$ cat src/rtl/ysyx_22040759_mem_arbiter.sv
// ysyx_22040759_mem_arbiter: round-robin arbiter sharing one memory port
// between the icache refill path and the dcache load/store path.
module ysyx_22040759_mem_arbiter #(
    parameter int ADDR_W = 64,
    parameter int DATA_W = 64
) (
    input  logic                clk_i,
    input  logic                rst_ni,
    input  logic                ic_req_i,
    input  logic [ADDR_W-1:0]   ic_addr_i,
    output logic [DATA_W-1:0]   ic_rdata_o,
    output logic                ic_resp_valid_o,
    input  logic                dc_req_i,
    input  logic                dc_we_i,
    input  logic [ADDR_W-1:0]   dc_addr_i,
    input  logic [DATA_W-1:0]   dc_wdata_i,
    input  logic [DATA_W/8-1:0] dc_wstrb_i,
    output logic [DATA_W-1:0]   dc_rdata_o,
    output logic                dc_resp_valid_o,
    output logic                mem_req_o,
    output logic                mem_we_o,
    output logic [ADDR_W-1:0]   mem_addr_o,
    output logic [DATA_W-1:0]   mem_wdata_o,
    output logic [DATA_W/8-1:0] mem_wstrb_o,
    input  logic                mem_ready_i,
    input  logic                mem_resp_valid_i,
    input  logic [DATA_W-1:0]   mem_rdata_i,
    output logic                busy_o
);
    typedef enum logic [1:0] {IDLE, REQ, WAIT, RESP} state_e;

    state_e                state_q, state_d;
    // owner/last bits: 1 = dcache, 0 = icache
    logic                  last_q, last_d, own_q, own_d;
    logic                  req_q, req_d, we_q, we_d, busy_q, busy_d;
    logic                  ic_rv_q, ic_rv_d, dc_rv_q, dc_rv_d;
    logic [ADDR_W-1:0]     addr_q, addr_d;
    logic [DATA_W-1:0]     wdata_q, wdata_d, ic_rd_q, ic_rd_d, dc_rd_q, dc_rd_d;
    logic [DATA_W/8-1:0]   wstrb_q, wstrb_d;

    always_ff @(posedge clk_i or negedge rst_ni) begin
        if (!rst_ni) begin
            state_q <= IDLE;
        end else begin
            state_q <= state_d;
        end
    end

    always_ff @(posedge clk_i or negedge rst_ni) begin
        if (!rst_ni) begin
            last_q  <= 1'b1;
            own_q   <= 1'b0;
            req_q   <= 1'b0;
            we_q    <= 1'b0;
            busy_q  <= 1'b0;
            ic_rv_q <= 1'b0;
            dc_rv_q <= 1'b0;
            addr_q  <= '0;
            wdata_q <= '0;
            wstrb_q <= '0;
            ic_rd_q <= '0;
            dc_rd_q <= '0;
        end else begin
            last_q  <= last_d;
            own_q   <= own_d;
            req_q   <= req_d;
            we_q    <= we_d;
            busy_q  <= busy_d;
            ic_rv_q <= ic_rv_d;
            dc_rv_q <= dc_rv_d;
            addr_q  <= addr_d;
            wdata_q <= wdata_d;
            wstrb_q <= wstrb_d;
            ic_rd_q <= ic_rd_d;
            dc_rd_q <= dc_rd_d;
        end
    end

    always_comb begin
        state_d = state_q;
        last_d  = last_q;
        own_d   = own_q;
        req_d   = req_q;
        we_d    = we_q;
        addr_d  = addr_q;
        wdata_d = wdata_q;
        wstrb_d = wstrb_q;
        ic_rd_d = ic_rd_q;
        dc_rd_d = dc_rd_q;
        ic_rv_d = 1'b0;
        dc_rv_d = 1'b0;
        unique case (state_q)
            IDLE: begin
                if (ic_req_i || dc_req_i) begin
                    // dcache wins only when alone or when icache was granted last
                    own_d   = dc_req_i && (!ic_req_i || !last_q);
                    last_d  = own_d;
                    we_d    = own_d && dc_we_i;
                    addr_d  = own_d ? dc_addr_i : ic_addr_i;
                    wdata_d = own_d ? dc_wdata_i : '0;
                    wstrb_d = own_d ? dc_wstrb_i : '0;
                    req_d   = 1'b1;
                    state_d = REQ;
                end
            end
            REQ: begin
                if (mem_ready_i) begin
                    req_d   = 1'b0;
                    state_d = WAIT;
                end
            end
            WAIT: begin
                if (mem_resp_valid_i) begin
                    ic_rd_d = own_q ? ic_rd_q : mem_rdata_i;
                    dc_rd_d = own_q ? mem_rdata_i : dc_rd_q;
                    ic_rv_d = !own_q;
                    dc_rv_d = own_q;
                    state_d = RESP;
                end
            end
            RESP: state_d = IDLE;
            default: state_d = IDLE;
        endcase
        busy_d = state_d != IDLE;
    end

    assign mem_req_o       = req_q;
    assign mem_we_o        = we_q;
    assign mem_addr_o      = addr_q;
    assign mem_wdata_o     = wdata_q;
    assign mem_wstrb_o     = wstrb_q;
    assign ic_rdata_o      = ic_rd_q;
    assign dc_rdata_o      = dc_rd_q;
    assign ic_resp_valid_o = ic_rv_q;
    assign dc_resp_valid_o = dc_rv_q;
    assign busy_o          = busy_q;
endmodule

$ cat config.mk
export PLATFORM = sky130hd
export DESIGN_NAME = ysyx_22040759_mem_arbiter
export DESIGN_NICKNAME = d
export VERILOG_FILES = /design/src/rtl/ysyx_22040759_mem_arbiter.sv
export SDC_FILE = /design/constraint.sdc
export NUM_CORES = 1
export LEC_CHECK = 0
export ABC_AREA = 1
export CORE_AREA = 2 2 211 213
export DETAILED_ROUTE_END_ITERATION = 16
export DIE_AREA = 0 0 213 215
export PLACE_DENSITY = 0.58
export SLEW_MARGIN = 10
export SYNTH_ARGS = -nofsm -noshare
export SYNTH_HDL_FRONTEND = slang
export SYNTH_SLANG_ARGS = --single-unit
$ cat constraint.sdc
create_clock -name clk_i -period 1.5 [get_ports clk_i]
set_clock_uncertainty 0.1 [all_clocks]
set_input_delay 0.45 -clock clk_i [delete_from_list [all_inputs] [get_ports clk_i]]
set_output_delay 0.45 -clock clk_i [all_outputs]
set_load 0.05 [all_outputs]
Word-level counts from Yosys, hierarchy flattened
Cells that the tools add are included.
{"block": "totals", "out_inout_bits": 269, "inputBits": 271, "register_bits": 273}
{"block": "classes", "n_eq_ne": 5, "mux": 14, "reduce_logical": 14, "n_bitwise": 1}
{"cell": "2-to-1 mux 64 bit", "count": 2}
{"cell": "AND reduction 3 bit", "count": 3}
{"cell": "2-to-1 mux 8 bit", "count": 1}
{"cell": "one-hot mux 2 bit (4 select lines)", "count": 1}
{"cell": "2-to-1 mux 1 bit", "count": 6}
{"cell": "2-to-1 mux 2 bit", "count": 3}
{"cell": "== test 2 bit (second input constant)", "count": 2}
{"cell": "!= test 2 bit (second input constant)", "count": 2}
{"cell": "nonzero test 2 bit", "count": 2}
{"cell": "logical NOT 1 bit", "count": 3}
{"cell": "== test 2 x 1 -> 1 bit (second input constant)", "count": 1}
{"cell": "logical AND 1 bit", "count": 2}
{"cell": "logical NOT 2 bit", "count": 1}
{"cell": "logical OR 1 bit", "count": 2}
{"cell": "one-hot mux 1 bit (2 select lines)", "count": 1}
{"cell": "AND reduction 2 bit", "count": 1}
{"cell": "NOT 1 bit", "count": 1}

Logic depth before layout (Yosys ltp)
Gate-level depths: netlist of the first run.
{"block": "logic_depth", "word_depth": 4, "ltp_mapped": 8}

Worst setup path before layout of the first run
Ideal clock, no wire load.
{"block": "synth_timing", "kind": "reg-to-reg", "start": "reg last_q", "end": "reg addr_q[0] (netlist: mem_addr_o[0])", "stages_incl_launch_ff": 8, "synth_period_minus_slack_ns": 1.419, "t_required_ns": 1.282, "t_arrival_ns": 1.201, "slack_ns": 0.081, "path_cell_list": "dfstp_2 nand2_1 nand2_1 buf_4 clkbuf_1 nand2_1 nand3_1 nand2_1"}
{"block": "synth_between", "elab_chain_len": 4}
{"item": "from (decl)", "line_no": "34", "text": "logic last_q, last_d, own_q, own_d;"}
{"item": "from (signal assigned)", "line_no": "64", "text": "last_q <= last_d;"}
{"item": "logical NOT 1 bit", "line_no": "96", "text": "own_d = dc_req_i && (!ic_req_i || !last_q);"}
{"item": "logical OR 1 bit", "line_no": "96"}
{"item": "logical AND 1 bit", "line_no": "96"}
{"item": "2-to-1 mux 64 bit", "line_no": "99", "text": "addr_d = own_d ? dc_addr_i : ic_addr_i;"}
{"item": "to (signal assigned)", "line_no": "71", "text": "addr_q <= addr_d;"}
{"item": "to (decl)", "line_no": "37", "text": "logic [ADDR_W-1:0] addr_q, addr_d;"}
Every way passes these cells.
A chain may end at the register's enable or synchronous reset.

Worst setup path after layout of the first run
{"block": "layout_timing", "start": "reg addr_q[19] (netlist: mem_addr_o[19])", "end": "out mem_addr_o[19]"}
{"item": "to (decl)", "line_no": "22", "text": "output logic [ADDR_W-1:0] mem_addr_o,"}
No word-level cell between the ends.

==> reports/results.ini, run 1 <==
[setup_path]
worstSetupPathType=reg2out
critical-path-max-stage-delay_ns=0.45
path_buf_inv=1
crit_cells=1
path_cells=buf_12
arrival_ns=1.16
startpoint_type=register
crit_end=mem_addr_o[19]
r2r-start=last_q
ff2ff_setup_slack_ns=-0.12
worstPathRequired_ns=0.95
setup.worst_path.start=mem_addr_o[19]
cp_top_family=flip-flops
ff2ff_path_depth=7
cp_slowest_cell=dfrtp_2
path_max_fanout=2
worstSetupEndpointType=output pin
r2r_end=mem_wdata_o[25]

[clock_network]
tritoncts=done
cts-buffers-inserted=34
cts_root_buffer=clkbuf_16
h-tree-depth=2
clock_path_buffers=3
insertion_delay_ns=0.53
clk_pin_slew_worst_paths_ns=0.06
cts_sinks=273

[routing]
route.detailed.drc=0
drtAntennaViolNets=0
firstDrtPassIters=5
vias=12100
viasPerCell=4.48
wl_mm=48.9
routedWlPerCell_um=18.1
drt-initial-drc-count=710

[synth]
synthCells=1382
seq_area_frac_synth_pct=59.2
avgSynthCellArea_um2=8.35
ys_ff_latch=273
ys_types=16
synth_nets=1653
synth_warnings=0
syn_area_mm2=0.0115

[pwr]
ir_drop_mv=1.25
powerDensity_mw_per_mm2=2450
finalPower_uw=59500
power_leakage_uw=0.0121

[timing]
max-slew-margin-rel_pct=74.6
holdWs_ns=0.338
drv_slew=0
hold_violations=0
fin_crit_ns=1.71
period_share_pct=114
rsz0062_at_grt=yes
fmax_mhz=586
worstMarginPinSlew_ns=0.381
fin_tns_setup_ns=-46.99
setup_viol=359
worst_slack_ns=-0.207

[global_route]
grt_max_degree=71
grt_first_pass_wirelength_mm=65.7
grt-ovfl-total=0
grt_pass1_vias=11800
antenna_found_initial=2
grt_usage_pct=18.6

[floorplan]
rows=77
ios=540
die_x_um=213
fp.dieH_um=215
start_util_pct=26.5
dieArea_mm2=0.0458
coreArea_mm2=0.0436

[place]
post-dp-hpwl_mm=32.1
portBuffers=539
place.gp.congestion=0.877
place_area_mm2=0.0208

[hold_path]
hold_class=in2async

[finish]
drive_gt1_share_pct=32.8
final_area_mm2=0.0242
utilization_pct=55.5
syn_to_final_growth_pct=110
final_nets=2349

[job]
cap_violations=0

[status]
violations=negative setup slack
status=finished, violations left

==> synthesized netlist by cell type, drive strengths merged <==
master	instances	share of area, %
clkbuf	21	0.68
inv	203	6.6
dfrtp	272	59
buf	66	3.3
o21ai	128	5.5
nor2	6	0.24
nand2	480	16
nand4	1	0.054
dfstp	1	0.23
nand3	204	8.8
==> registers in the layout, summed over array words and instances (netlist names), 2 cells and up <==
name	cells
mem_wstrb_o	8
mem_addr_o	64
dc_rdata_o	64
ic_rdata_o	64
state_q	2
mem_wdata_o	64
==> cells in the final DEF (no fill, tap or decap), types with 17 or more instances in the layout <==
| master | instances |
|---|---|
| o21ai_1 | 62 |
| nand2_4 | 17 |
| buf_4 | 136 |
| dfrtp_1 | 267 |
| nand2_1 | 442 |
| o21ai_0 | 66 |
| nand2_2 | 20 |
| clkdlybuf4s50_1 | 268 |
| clkbuf_16 | 52 |
| buf_12 | 292 |
| nand3_2 | 98 |
| nand3_1 | 103 |
| inv_1 | 199 |
==> layout make-up <==
class / instances / area (um^2)
sequential: 273 / 6840
antenna: 1 / 2.50
clock buffer: 45 / 972
multi-input combinational: 819 / 4240
inverter: 203 / 782
clock inverter: 16 / 180
tap: 592 / 741
timing repair inverter: 1 / 6.26
timing repair buffer: 746 / 10500
fill: 3662 / 19400
==> what timing repair did <==
item / CTS / global route
endpoints found under the setup margin: 333 / 487
cloned: 2 / 29
hold buffers: 1 / 0
buffers inserted: 40 / 64
pin swaps: 0 / 66
endpoints found under the hold margin: 17 / 0
resized for setup: 9 / 196
==> metrics by stage <==
stage	instances	setup slack, ns
finish	2696	-0.207
global route	2695	-0.251
detailed placement	2498	-0.511
floorplan	1382	0.0814
CTS	2602	-0.243
global placement	2498	-0.516
==> worst min-delay path by stage <==
stage                       from        endpoint  slack [ns]  cells after the start
after floorplan           rst_ni          busy_o        0.05                      0
after global placement    rst_ni  ic_rdata_o[59]        0.28                      1
after detailed placement  rst_ni  ic_rdata_o[59]        0.28                      1
after CTS                 rst_ni  ic_rdata_o[59]        0.30                      2
after global routing      rst_ni  ic_rdata_o[59]        0.34                      2
final                     rst_ni  ic_rdata_o[59]        0.34                      2
==> metal layers <==
metal | vias up | GRT usage [%] | share of wire (%)
met5 | - | 0 | 0.047
met3 | 100 | 6.96 | 9.4
met2 | 493 | 32.1 | 50
met1 | 5805 | 20.3 | 37
li1 | 5668 | - | -
met4 | 4 | 7.67 | 3.9
==> cells by family after synthesis <==
| logic type | Yosys count | synth area share [%] |
|---|---|---|
| compound gates | 128 | 5.55 |
| buf+inv | 290 | 10.5 |
| flops | 273 | 59.2 |
| simple gates | 691 | 24.7 |
==> power breakdown <==
part	leakage (uW)	internal (uW)	switching, uW
clock	0.000574	5110	3320
combinational	0.00805	17500	19300
sequential	0.00343	10600	3550
No activity file was read; power rests on OpenSTA's default activity.
==> inputs of run 2 (changes only) <==
CAP_MARGIN = 20   (was not set)
==> results of run 2 <==
No change in the layout: final DEF, timing and power equal those of run 1.
==> inputs of run 3 (changes only) <==
TNS_END_PERCENT = 5   (was not set)
==> reports/results.ini, run 3 (synthesis results as in run 1) <==
[finish]
layout_commonest_cell=nand2_1
syn_to_final_growth_pct=92.2
fin_cells=2571
final_nets=2225
drive_gt1_share_pct=22.9
antenna_cells=0
multi_input_area_mm2=0.00366
ff_latch_area_mm2=0.00684
mostFrequentLayoutCells=nand2_1, buf_12, clkdlybuf4s50_1, dfrtp_1, inv_1
nFillCells=3890

[setup_path]
arrival_ns=1.15
path_cells=buf_12
worstSetupPathType=reg2out
setup.worst_path.start=mem_addr_o[29]
path_max_fanout=2
worstPathRequired_ns=0.95
cp_top_family=flip-flops
startpoint_type=register
ff2ff_setup_slack_ns=-0.11
r2r-start=state_q[0]
worstSetupEndpointType=output pin
cp_slowest_cell=dfrtp_2
critical-path-max-stage-delay_ns=0.45
path_buf_inv=1

[timing]
drv_slew=0
period_share_pct=113
setup_viol=312
hold_violations=0
rsz0062_at_grt=yes
worstMarginPinSlew_ns=0.515
worst_slack_ns=-0.200
max-slew-margin-rel_pct=65.7
holdWs_ns=0.329
fmax_mhz=588
fin_crit_ns=1.70

[routing]
wl_mm=41.5
vias=11300
viasPerCell=4.38
route.detailed.drc=0
firstDrtPassIters=5
drtAntennaViolNets=0
drt-initial-drc-count=624
routedWlPerCell_um=16.2

[floorplan]
fp.dieH_um=215
dieArea_mm2=0.0458
rows=77
die_x_um=213
start_util_pct=26.5
ios=540
coreArea_mm2=0.0436

[place]
pre_cts_ws_ns=-0.511
place.gp.congestion=0.877
dp.cells=2498
portBuffers=539
post-dp-hpwl_mm=32.1

[pwr]
power_leakage_uw=0.0111
ir_drop_mv=1.24
powerDensity_mw_per_mm2=2510

[clock_network]
h-tree-depth=2
insertion_delay_ns=0.53
clk_pin_slew_worst_paths_ns=0.06
cts_root_buffer=clkbuf_16
cts-buffers-inserted=34
clock_path_buffers=3
tritoncts=done
cts_sinks=273

[status]
violations=negative setup slack
status=finished, violations left

[global_route]
grt_first_pass_wirelength_mm=64.0
grt-ovfl-total=0
grt_pass1_vias=11600
grt_max_degree=130
antenna_found_initial=2
grt_usage_pct=18.0

[job]
cap_violations=0

[hold_path]
hold_class=in2async

run 3: cell count changes in the layout (fill, tap and decap cells not counted), sizes merged:
cell    before  now
clkbuf      63   46
clkinv      10    9
diode        1    0
buf        459  353
run 3: metal layers:
metal	part of all wire (%)	routed length [um]	vias up	track usage, %
li1	-	-	5393	-
met1	37	15300	5321	19.7
met2	49	20300	443	30.9
met3	9.8	4070	100	6.96
met4	4.5	1860	4	7.95
met5	0.055	23	-	0
run 3: through the flow:
| stage | utilization [%] | TNS [ns] | instance area [um^2] | power, uW |
|---|---|---|---|---|
| 4_1_cts | 50.3 | -52.08 | 22000 | 56000 |
| 3_5_place_dp | 47.6 | -117.51 | 20800 | 47300 |
| 2_1_floorplan | - | 0 | 11500 | 28400 |
| 5_1_grt | 50.8 | -62.29 | 22200 | 58300 |
| 3_3_place_gp | 47.6 | -116.37 | 20800 | 46900 |
| 6_report | 50.8 | -42.75 | 22200 | 55700 |
run 3: final timing paths:
kind | endpoint | depth (start not counted)
worst min register to register | last_q | 2
max in group asynchronous | mem_addr_o[19] | 3
worst max register to register | dc_rdata_o[33] | 6
worst max-delay path | mem_addr_o[29] | 1
min in group clk_i | mem_wdata_o[58] | 3
worst min-delay path | ic_rdata_o[59] | 2
run 3: repair_timing:
item / 4_1_cts / 5_1_grt
endpoints found under the setup margin: 333 / 492
buffers inserted: 3 / 8
pin swaps: 1 / 3
endpoints found under the hold margin: 17 / 0
hold buffers: 1 / 0
gates resized for setup: 6 / 37
run 3: cell type report:
type,instances,share of cell area (%)
Tap cell,592,3.34
Timing Repair Buffer,623,40.7
Inverter,203,3.46
Clock inverter,16,0.812
Multi-Input combinational cell,819,16.5
Clock buffer,45,4.38
Sequential cell,273,30.8
run 3: where the power goes:
group	switching [uW]	internal, uW	total, uW
registers	3530	10600	14200
logic	17900	15300	33200
clock network	3250	5100	8360
total	24700	31100	55700
